[src/rtl/reg_scoreboard_pkg.sv]
// Shared constants for the register scoreboard: register-file geometry
// and the hard-wired zero register address.
`ifndef REG_SCOREBOARD_PKG_SV
`define REG_SCOREBOARD_PKG_SV

package reg_scoreboard_pkg;

    localparam int REG_ADDR_W = 5;
    localparam int NUM_REGS   = 32;
    localparam logic [REG_ADDR_W-1:0] REG_ZERO = 5'd0;

endpackage

`endif

[src/rtl/pending_counter.sv]
// One saturating up/down counter of outstanding writes for a single register.
// Simultaneous inc and dec cancel; illegal moves are flagged, never taken.
module pending_counter #(
    parameter int CNT_W = 2
) (
    input  logic clk,
    input  logic rst,
    input  logic inc,
    input  logic dec,
    output logic zero,
    output logic max,
    output logic underflow,
    output logic overflow
);

    logic [CNT_W-1:0] cnt;

    assign zero      = (cnt == '0);
    assign max       = (cnt == '1);
    assign underflow = dec && !inc && zero;
    assign overflow  = inc && !dec && max;

    // Saturate at both ends; the error flags report the blocked move.
    always_ff @(posedge clk) begin
        if (rst) begin
            cnt <= '0;
        end else if (inc && !dec && !max) begin
            cnt <= cnt + CNT_W'(1);
        end else if (dec && !inc && !zero) begin
            cnt <= cnt - CNT_W'(1);
        end
    end

endmodule

[src/rtl/reg_scoreboard.sv]
// Tracks outstanding register-file writes between decode and write-back
// and raises stall when decode depends on, or would overflow, a pending write.
module reg_scoreboard
    import reg_scoreboard_pkg::*;
#(
    parameter int CNT_W = 2
) (
    input  logic                  clk,
    input  logic                  rst,
    input  logic                  issue_valid,
    input  logic                  issue_we,
    input  logic [REG_ADDR_W-1:0] issue_dest,
    input  logic                  use_rs,
    input  logic [REG_ADDR_W-1:0] rs_addr,
    input  logic                  use_rt,
    input  logic [REG_ADDR_W-1:0] rt_addr,
    input  logic                  wb_valid,
    input  logic [REG_ADDR_W-1:0] wb_dest,
    output logic                  stall,
    output logic [NUM_REGS-1:0]   busy,
    output logic                  err
);

    logic [NUM_REGS-1:1] inc_vec, dec_vec, zero_vec, max_bits, under_vec, over_vec;
    logic [NUM_REGS-1:0] busy_vec, max_vec;
    logic hazard, full, accept;

    // Register $0 is never tracked, so its slot is tied off to idle.
    assign busy_vec = {~zero_vec, 1'b0};
    assign max_vec  = {max_bits, 1'b0};
    assign busy     = busy_vec;

    always_comb begin
        hazard = 1'b0;
        full   = 1'b0;
        if (use_rs && rs_addr != REG_ZERO && busy_vec[rs_addr]) hazard = 1'b1;
        if (use_rt && rt_addr != REG_ZERO && busy_vec[rt_addr]) hazard = 1'b1;
        if (issue_we && issue_dest != REG_ZERO && max_vec[issue_dest]) full = 1'b1;
    end

    assign stall  = issue_valid && (hazard || full);
    assign accept = issue_valid && !stall;

    always_comb begin
        inc_vec = '0;
        dec_vec = '0;
        for (int i = 1; i < NUM_REGS; i++) begin
            inc_vec[i] = accept && issue_we && (issue_dest == REG_ADDR_W'(i));
            dec_vec[i] = wb_valid && (wb_dest == REG_ADDR_W'(i));
        end
    end

    for (genvar g = 1; g < NUM_REGS; g++) begin : g_cnt
        pending_counter #(.CNT_W(CNT_W)) u_cnt (
            .clk       (clk),
            .rst       (rst),
            .inc       (inc_vec[g]),
            .dec       (dec_vec[g]),
            .zero      (zero_vec[g]),
            .max       (max_bits[g]),
            .underflow (under_vec[g]),
            .overflow  (over_vec[g])
        );
    end

    always_ff @(posedge clk) begin
        if (rst) begin
            err <= 1'b0;
        end else if ((|under_vec) || (|over_vec)) begin
            err <= 1'b1;
        end
    end

endmodule

[config.mk]
export PLATFORM = sky130hd
export DESIGN_NAME = reg_scoreboard
export DESIGN_NICKNAME = d
export VERILOG_FILES = /design/src/rtl/reg_scoreboard_pkg.sv /design/src/rtl/pending_counter.sv /design/src/rtl/reg_scoreboard.sv
export SDC_FILE = /design/constraint.sdc
export NUM_CORES = 1
export LEC_CHECK = 0
export CAP_MARGIN = 20
export CORE_MARGIN = 3
export CORE_UTILIZATION = 40
export DETAILED_ROUTE_END_ITERATION = 6
export PLACE_DENSITY = 0.58
export SKIP_LAST_GASP = 1
export SYNTH_ARGS = -nofsm -noshare
export SYNTH_HDL_FRONTEND = slang
export SYNTH_SLANG_ARGS = --single-unit
[constraint.sdc]
create_clock -name clk -period 3.7 [get_ports clk]
set_input_delay 0.555 -clock clk [delete_from_list [all_inputs] [get_ports clk]]
set_output_delay 0.555 -clock clk [all_outputs]
set_load 0.01 [all_outputs]
# [Word level (Yosys, flattened, before mapping)]
# Index checks and enable logic that the tools add are counted.
[totals] latch_bits=0 ramBits=0 ff_bits=63 rom_bits=0 n_memories=0
[classes] add_sub_neg=62 n_shift=0 div=0 reduce_logical=451 mux=71 eq_ne=93 n_bitwise=1 n_lt_le_gt_ge=3 mul=0
[op_table] operator="1-bit logical AND" count=257
[op_table] operator="5-bit equality test, second input constant" count=32
[op_table] operator="1-bit logical NOT" count=125
[op_table] operator="2-bit 2-to-1 mux" count=62
[op_table] operator="5-bit by 4-bit equality test with 1-bit output, second input constant" count=16
[op_table] operator="2-bit by 1-bit adder with 2-bit output, second input constant" count=31
[op_table] operator="2-bit equality test, second input constant" count=31
[op_table] operator="2-bit logical NOT" count=31
[op_table] operator="2-bit nonzero test" count=31
[op_table] operator="31-bit OR reduction" count=2
[op_table] operator="2-bit by 1-bit subtractor with 2-bit output, second input constant" count=31
[op_table] operator="5-bit by 3-bit equality test with 1-bit output, second input constant" count=8
[op_table] operator="31-bit inverter" count=1
[op_table] operator="5-bit by 2-bit equality test with 1-bit output, second input constant" count=4
[op_table] operator="5-bit by 6-bit less-than comparator with 1-bit output, second input constant" count=3
[op_table] operator="1-bit binary-select mux with 5-bit select" count=3
[op_table] operator="5-bit nonzero test" count=3
[op_table] operator="5-bit by 1-bit equality test with 1-bit output, second input constant" count=2
[op_table] operator="1-bit 2-to-1 mux" count=6
[op_table] operator="1-bit logical OR" count=2

# [Logic depth before layout (Yosys ltp)]
# Gate-level depths: netlist of run 1.
[logic_depth] ltp_word=18 mapped_depth=13

# [Hierarchy]
# A second synthesis of run 1 with hierarchy kept.
[hier_totals] cells_unflattened=820 area_unflattened_um2=6441.2
[modules_own_cells] mod="pending_counter" cells_each=16 area_per_inst_um2=136.4 seq_area_each_um2=40.0 n_inst=31
[modules_own_cells] mod="reg_scoreboard" cells_each=324 area_per_inst_um2=2213.4 seq_area_each_um2=20.0 n_inst=1

# [Worst setup path before layout of run 1]
# No wires, ideal clock.
[synth_path] path_type="input to output" from="input issue_dest[0]" to="output stall" stages=10 setup_slack_ns=0.523 path_buffers=4 arrival_ns=2.622 cell_sequence="buf_2 nor2b_1 buf_2 a22o_1 a2111oi_0 o311ai_1 o211ai_4 clkbuf_1 buf_1 o21a_1"
[synth_via] elab_chain_cells=6 elab_cells_between_ends=8 classes_between="3 x mux; 5 x reduce/logical"
[synth_rtl] item="start: declaration" line_no="reg_scoreboard.sv:12" rtl="input logic [REG_ADDR_W-1:0] issue_dest,"
[synth_rtl] item="1-bit binary-select mux with 5-bit select or 5-bit nonzero test (tied branches)" line_no="reg_scoreboard.sv:38" rtl="if (issue_we && issue_dest != REG_ZERO && max_vec[issue_dest]) full = 1'b1;"
[synth_rtl] item="1-bit 2-to-1 mux (implied by the code) or 1-bit logical AND (tied branches)" line_no="reg_scoreboard.sv:38"
[synth_rtl] item="1-bit logical AND *" line_no="reg_scoreboard.sv:38"
[synth_rtl] item="1-bit 2-to-1 mux *" line_no="reg_scoreboard.sv:38"
[synth_rtl] item="1-bit logical OR *" line_no="reg_scoreboard.sv:41" rtl="assign stall = issue_valid && (hazard || full);"
[synth_rtl] item="1-bit logical AND *" line_no="reg_scoreboard.sv:41"
[synth_rtl] item="end: declaration" line_no="reg_scoreboard.sv:19" rtl="output logic stall,"
# Mark *: on every way between the ends. The rest lies on a longest branch, timed or not. The select of a mux whose other input is x is not followed.

# [Final worst setup path of run 1]
[layout_path] from="input rt_addr[2]" to="register err"
[layout_via] elab_chain_cells=15 elab_cells_between_ends=200 classes_between="3 x mux; 197 x reduce/logical"
[layout_rtl] item="start: declaration" line_no="reg_scoreboard.sv:16" rtl="input logic [REG_ADDR_W-1:0] rt_addr,"
[layout_rtl] item="1-bit binary-select mux with 5-bit select or 5-bit nonzero test (tied branches)" line_no="reg_scoreboard.sv:37" rtl="if (use_rt && rt_addr != REG_ZERO && busy_vec[rt_addr]) hazard = 1'b1;"
[layout_rtl] item="1-bit 2-to-1 mux (implied by the code) or 1-bit logical AND (tied branches)" line_no="reg_scoreboard.sv:37"
[layout_rtl] item="1-bit logical AND *" line_no="reg_scoreboard.sv:37"
[layout_rtl] item="1-bit 2-to-1 mux *" line_no="reg_scoreboard.sv:37"
[layout_rtl] item="1-bit logical OR *" line_no="reg_scoreboard.sv:41"
[layout_rtl] item="1-bit logical AND *" line_no="reg_scoreboard.sv:41"
[layout_rtl] item="1-bit logical NOT *" line_no="reg_scoreboard.sv:42" rtl="assign accept = issue_valid && !stall;"
[layout_rtl] item="1-bit logical AND *" line_no="reg_scoreboard.sv:42"
[layout_rtl] item="1-bit logical AND *" line_no="reg_scoreboard.sv:48" rtl="inc_vec[i] = accept && issue_we && (issue_dest == REG_ADDR_W'(i));"
[layout_rtl] item="1-bit logical AND" line_no="reg_scoreboard.sv:48"
[layout_rtl] item="1-bit logical NOT" line_no="pending_counter.sv:20" rtl="assign underflow = dec && !inc && zero;"
[layout_rtl] item="1-bit logical AND (2 in series)" line_no="pending_counter.sv:20"
[layout_rtl] item="31-bit OR reduction" line_no="reg_scoreboard.sv:69" rtl="end else if ((|under_vec) || (|over_vec)) begin"
[layout_rtl] item="1-bit logical OR *" line_no="reg_scoreboard.sv:69"
[layout_rtl] item="end signal: assignment" line_no="reg_scoreboard.sv:68" rtl="err <= 1'b0;"
[layout_rtl] item="end signal: assignment" line_no="reg_scoreboard.sv:70" rtl="err <= 1'b1;"
[layout_rtl] item="end: declaration" line_no="reg_scoreboard.sv:21" rtl="output logic err"
# Marked as above.
# A chain may end at the register's enable or synchronous reset.

==> results.sh, run 1 <==
export IMPL_synthDistinctLibCells=72
export IMPL_totalNegativeSetupSlack_ns=0
export IMPL_cts_tree="yes"
export IMPL_final_critical_path_setup_slack_ns=0.171
export IMPL_total_leakage_power_nw=2.73
export IMPL_critPathMaxStageDelay_ns=0.53
export IMPL_final_common_cell="sky130_fd_sc_hd__buf_4"
export IMPL_timing_final_crit_period_ns=3.53
export IMPL_vias_in_the_first_global_route=6077
export IMPL_maxClockFrequency_mhz=283
export IMPL_ctsHtreeMaxLevel=3
export IMPL_vdd_ir_drop_max_v=0.000192
export IMPL_final_core_util_pct=55.5
export IMPL_cts_root_buffer_cell="sky130_fd_sc_hd__clkbuf_16"
export IMPL_design_core_area_mm2=0.0128
export IMPL_finalClockSkew_ns=0.00839
export IMPL_critical_path_arrival_ns=3.73
export IMPL_crit_path_cell_trace="clkdlybuf4s50_1 > buf_4 > nor3_1 > o21ai_0 > nand4b_1 > and4_1 > o21ai_4 > buf_4 > buf_4 > buf_4 > o31ai_1 > o2111ai_1 > a2111oi_2 > a41oi_1"
export IMPL_area_growth_synth_to_finish_pct=33.9
export IMPL_critPathLaunchType="primary input"
export IMPL_placement_setup_worst_slack_ns=-0.332
export IMPL_critical_path_required_ns=3.90
export IMPL_floorplan_die_area_mm2=0.0147
export IMPL_clkLatencyLatePin_ns=0.35
export IMPL_placementRows=41
export IMPL_antenna_cells=0
export IMPL_wire_length_of_the_first_global_routing_pass_um=35300
export IMPL_detailedRoute_firstPassIterationCount=5
export IMPL_ys_warn_count=0
export IMPL_instances_no_fill=1052
export IMPL_floorplan_initialDensity_pct=41.4
export IMPL_drv_cap=0
export IMPL_timing_max_slew_rel_slack_pct=47.6
export IMPL_drcViolationCount=0
export IMPL_drt_iter0_markers=806
export IMPL_synth_area_per_cell_um2=7.21
export IMPL_syn_inst=737
export IMPL_max_root_sink_buffers=2
export IMPL_hold_buffers=0
export IMPL_final_nets=902
export IMPL_crit_top_cell="sky130_fd_sc_hd__buf_4"
export IMPL_grt_util_all_layers_pct=31.7
export IMPL_post_synth_instance_area_mm2=0.00531
export IMPL_grt_setup_unrepaired="false"
export IMPL_report_final_hold_viol_count=0
export IMPL_most_common_layout_cells="sky130_fd_sc_hd__buf_4 (114), sky130_fd_sc_hd__nand2_1 (66), sky130_fd_sc_hd__dfxtp_1 (63)"
export IMPL_numPortBuffers=59
export IMPL_grt_antenna_before_repair=0
export IMPL_crit_path_top_delay_cell="sky130_fd_sc_hd__clkdlybuf4s50_1"
export IMPL_final_period_utilization_pct=95.4
export IMPL_gp_weighted_congestion=0.990
export IMPL_layout_drive_gt1_share_pct=19.8
export IMPL_finalHoldWorstSlack_ns=0.507
export IMPL_grt_overflow_total=0
export IMPL_timing_worst_slew_pin_value_ns=0.780
export IMPL_async_reset_ff_share_pct=0
export IMPL_critPathTopFamily="buffers and inverters"
export IMPL_final_wirelength_um=23100
export IMPL_critical_path_class="in -> reg"
export IMPL_timing_critical_path_fanout_max=15
export IMPL_ys_ff_latch=63
export IMPL_die_width_um=121
export IMPL_numCtsBuffers=9
export IMPL_dr_total_vias=6578
export IMPL_seq_area_frac_synth_pct=23.7
export IMPL_syn_nets=764
export IMPL_number_of_enable_type_register_cells_in_the_synthesized_netlist=0
export IMPL_grt_start_max_net_pins=59
export IMPL_fp_dieH_um=121
export IMPL_p_per_area_mw_per_mm2=269
export IMPL_clock_sink_count=63
export IMPL_routed_len_inst_um=22.0
export IMPL_outcome="finished clean"
export IMPL_dpl_cell_count=1029
export IMPL_setup_viol=0
export IMPL_maxSlewViolCount=0
export IMPL_hpwlAfterDp_um=18100
export IMPL_post_drt_via_cell_ratio=6.25
export IMPL_worst_setup_hold_path_clk_slew_ns=0.06
export IMPL_route_antenna_remaining_nets=0
export IMPL_io_pins=61
export IMPL_critPathCaptureType="flip-flop"
export IMPL_hold_class="reg -> reg"
export IMPL_critical_path_n_buffers_inverters=5
export IMPL_postSynth_topFlopCell="sky130_fd_sc_hd__dfxtp_1"
==> stage by stage <==
stage | total power, mW | instance area (µm²)
floorplan | 0.878 | 5310
global placement | 1.05 | 6710
detailed placement | 1.05 | 6710
CTS | 1.91 | 7050
global route | 1.97 | 7120
finish | 1.92 | 7120
==> per-layer routing <==
metal  track usage [%]  part of all wire, %  wire length (µm)
met4              8.75                  2.3               527
met3              6.15                  9.3              2160
met1              45.0                   44             10200
met2              49.0                   44             10200
met5                 0                    0                 0
==> cell families after synthesis <==
kind of cell | after synthesis | synth area share [%]
buf+inv | 78 | 6.31
simple gates | 342 | 34.9
mux | 10 | 3.81
other cells | 1 | 0.0706
compound gates | 242 | 31.0
flops | 63 | 23.7
xor+xnor | 1 | 0.165
==> path summary, 6_finish.rpt <==
kind / startpoint / to / slack (ns) / cells after the start
min reg2reg: g_cnt[21].u_cnt.cnt[1] / g_cnt[21].u_cnt.cnt[1] / 0.51 / 2
min: g_cnt[21].u_cnt.cnt[1] / g_cnt[21].u_cnt.cnt[1] / 0.51 / 2
max: rt_addr[2] / err / 0.17 / 14
max reg2reg: g_cnt[2].u_cnt.cnt[0] / err / 0.33 / 10
==> worst reg2reg max path, stage by stage (launching register included) <==
cell,delay (ns)
sky130_fd_sc_hd__dfxtp_1,0.35
sky130_fd_sc_hd__or2_1,0.31
sky130_fd_sc_hd__mux4_2,0.48
sky130_fd_sc_hd__a2111o_1,0.46
sky130_fd_sc_hd__o211ai_4,0.13
sky130_fd_sc_hd__buf_4,0.22
sky130_fd_sc_hd__nand3_1,0.10
sky130_fd_sc_hd__nor3_2,0.33
sky130_fd_sc_hd__o21ai_1,0.29
sky130_fd_sc_hd__nor4_1,0.38
sky130_fd_sc_hd__a41oi_1,0.18
==> final cells by class <==
cell class | instances | area (µm²)
fillers | 1257 | 5710
repair buffers | 175 | 1470
flip-flops and latches | 63 | 1260
clock inverters | 6 | 61.3
clock buffers | 10 | 229
multi-input cells | 596 | 3770
inverters | 30 | 113
well taps | 172 | 215
==> cell usage after synthesis, drive strengths merged, types with 18 or more instances <==
master	count	share of area, %
dfxtp	63	24
nand4	18	2.1
nand2b	26	3.1
nand2	66	4.7
or2	25	3.0
o21ai	51	4.8
a21oi	51	4.8
clkbuf	32	2.3
and3	19	2.2
nor2	60	4.2
a211oi	44	6.3
inv	30	2.1
nor3	51	4.9
==> sequential cells by signal (all words and copies together), names as in the netlist <==
| name | cells |
|---|---|
| err | 1 |
| g_cnt.u_cnt.cnt | 62 |
==> repair_timing <==
| item | in CTS | in global routing |
|---|---|---|
| gates resized for setup | 11 | 6 |
| hold endpoints to repair | 0 | 0 |
| endpoints found under the setup margin | 1 | 6 |
| pin swaps | 1 | 2 |
| buffers inserted | 3 | 3 |
==> power by group <==
part           internal, mW  switching (mW)
Clock                 0.519           0.334
Sequential            0.682         0.00622
Combinational         0.152           0.222
Power figures use the tool's default switching activity.
==> inputs of run 2 (changes only) <==
==> constraint.sdc (replaced) <==
create_clock -name clk -period 4.4 [get_ports clk]
set_input_delay 0.66 -clock clk [delete_from_list [all_inputs] [get_ports clk]]
set_output_delay 0.66 -clock clk [all_outputs]
set_load 0.01 [all_outputs]
==> results.sh, run 2 (synthesis results as in run 1) <==
export IMPL_met2WireLength_um=9410
export IMPL_critical_path_arrival_ns=3.56
export IMPL_top_layer_used="met4"
export IMPL_outcome="finished clean"
export IMPL_cts_tree="yes"
export IMPL_timing_final_crit_period_ns=4.22
export IMPL_largest_register="g_cnt.u_cnt.cnt"
export IMPL_gp_weighted_congestion=1.05
export IMPL_wire_length_of_the_first_global_routing_pass_um=32900
export IMPL_numPortBuffers=59
export IMPL_final_period_utilization_pct=95.9
export IMPL_critPathMaxStageDelay_ns=0.53
export IMPL_totalNegativeSetupSlack_ns=0
export IMPL_clock_sink_count=63
export IMPL_layout_drive_gt1_share_pct=11.7
export IMPL_critPathLaunchType="primary input"
export IMPL_io_pins=61
export IMPL_hpwlAfterDp_um=16700
export IMPL_routed_len_inst_um=22.2
export IMPL_met3RoutedLength_um=1760
export IMPL_clkLatencyLatePin_ns=0.34
export IMPL_route_antenna_remaining_nets=0
export IMPL_critical_path_required_ns=3.74
export IMPL_grt_overflow_total=0
export IMPL_hold_class="reg -> reg"
export IMPL_report_final_hold_viol_count=0
export IMPL_maxClockFrequency_mhz=237
export IMPL_num_fill_cells=1313
export IMPL_final_critical_path_setup_slack_ns=0.180
export IMPL_drt_iter0_markers=605
export IMPL_worst_setup_hold_path_clk_slew_ns=0.06
export IMPL_grt_start_max_net_pins=64
export IMPL_cts_root_buffer_cell="sky130_fd_sc_hd__clkbuf_16"
export IMPL_dr_total_vias=6220
export IMPL_placementRows=41
export IMPL_vdd_ir_drop_max_v=0.000221
export IMPL_postCtsResizedCells=0
export IMPL_timing_worst_slew_pin_value_ns=1.03
export IMPL_cts_setup_buffers=0
export IMPL_finalClockSkew_ns=0.00845
export IMPL_p_per_area_mw_per_mm2=243
export IMPL_met1Wirelength_um=9750
export IMPL_final_core_util_pct=50.8
export IMPL_crit_path_cell_trace="clkdlybuf4s50_1 > buf_4 > buf_4 > mux4_2 > o211ai_1 > nand4_1 > o21ai_2 > nand2b_1 > o21a_1 > clkdlybuf4s50_1"
export IMPL_timing_max_slew_rel_slack_pct=30.9
export IMPL_ctsHtreeMaxLevel=3
export IMPL_final_nets=825
export IMPL_floorplan_initialDensity_pct=41.4
export IMPL_maxSlewViolCount=0
export IMPL_design_core_area_mm2=0.0128
export IMPL_critical_path_class="in -> out"
export IMPL_vias_in_the_first_global_route=5672
export IMPL_finalPower_mw=1.59
export IMPL_final_common_cell="sky130_fd_sc_hd__nand2_1"
export IMPL_floorplan_die_area_mm2=0.0147
export IMPL_critPathCaptureType="output pin"
export IMPL_grt_util_all_layers_pct=29.3
export IMPL_total_leakage_power_nw=2.34
export IMPL_drcViolationCount=0
export IMPL_crit_path_top_delay_cell="sky130_fd_sc_hd__clkdlybuf4s50_1"
export IMPL_fp_dieH_um=121
export IMPL_placement_setup_worst_slack_ns=0.0604
export IMPL_post_drt_via_cell_ratio=6.38
export IMPL_detailedRoute_firstPassIterationCount=5
export IMPL_max_root_sink_buffers=2
export IMPL_die_width_um=121
export IMPL_most_common_layout_cells="sky130_fd_sc_hd__nand2_1 (66), sky130_fd_sc_hd__dfxtp_1 (63), sky130_fd_sc_hd__nor2_1 (60)"
export IMPL_final_wirelength_um=21600
export IMPL_drv_cap=0
export IMPL_area_growth_synth_to_finish_pct=22.7
export IMPL_antenna_cells=0
export IMPL_largest_register_ffs=62
export IMPL_grt_setup_unrepaired="false"
export IMPL_numCtsBuffers=9
export IMPL_grt_antenna_before_repair=0
export IMPL_timing_critical_path_fanout_max=8
export IMPL_hold_buffers=0
export IMPL_layout_top_registers="g_cnt.u_cnt.cnt (62), err (1)"
export IMPL_setup_viol=0
==> run 2: cell count changes in the layout (fill, tap and decap cells not counted), sizes merged <==
| cell | delta |
|---|---|
| clkdlybuf4s50 | +4 |
| dlygate4sd2 | -2 |
| clkbuf | -1 |
| buf | -77 |
| dlymetal6s2s | -1 |
| inv | +1 |
| clkinv | -1 |
==> run 2: cell type report <==
class / count / area [µm²] / area share (%)
multi-input cells: 596 / 3720 / 57.1
flip-flops and latches: 63 / 1260 / 19.3
repair buffers: 98 / 903 / 13.9
clock buffers: 10 / 239 / 3.66
well taps: 172 / 215 / 3.30
inverters: 30 / 113 / 1.73
clock inverters: 6 / 68.8 / 1.06
==> run 2: routing by layer <==
metal	up-vias	global-route usage, %
li1	2922	-
met1	2966	42.0
met4	0	11.2
met5	-	0
met3	44	6.11
met2	288	43.1
==> run 2: final timing paths <==
check	cells past startpoint	slack [ns]	to	start
hold / removal	2	0.49	g_cnt[23].u_cnt.cnt[1]	g_cnt[23].u_cnt.cnt[1]
setup reg to reg	10	0.66	err	g_cnt[7].u_cnt.cnt[0]
hold reg to reg	2	0.49	g_cnt[23].u_cnt.cnt[1]	g_cnt[23].u_cnt.cnt[1]
setup / recovery	10	0.18	stall	issue_dest[0]
==> run 2: where the power goes <==
part / total [mW] / switching (mW) / internal [mW]
clock network: 0.734 / 0.278 / 0.456
registers: 0.579 / 0.00492 / 0.574
logic: 0.273 / 0.173 / 0.100
==> run 2: worst max-delay path, delay by kind of cell <==
kind            cells  cell delay, ns
buf+inv             4            1.42
compound gates      3            0.55
mux                 1            0.52
simple gates        2            0.39
==> run 2: metrics by stage <==
| stage | std cells | area, µm² | hold WS, ns |
|---|---|---|---|
| after floorplan | 737 | 5310 | 0.467 |
| after global placement | 959 | 6210 | 0.480 |
| after detailed placement | 959 | 6210 | 0.486 |
| after CTS | 975 | 6520 | 0.494 |
| after global routing | 975 | 6520 | 0.526 |
| final | 975 | 6520 | 0.493 |
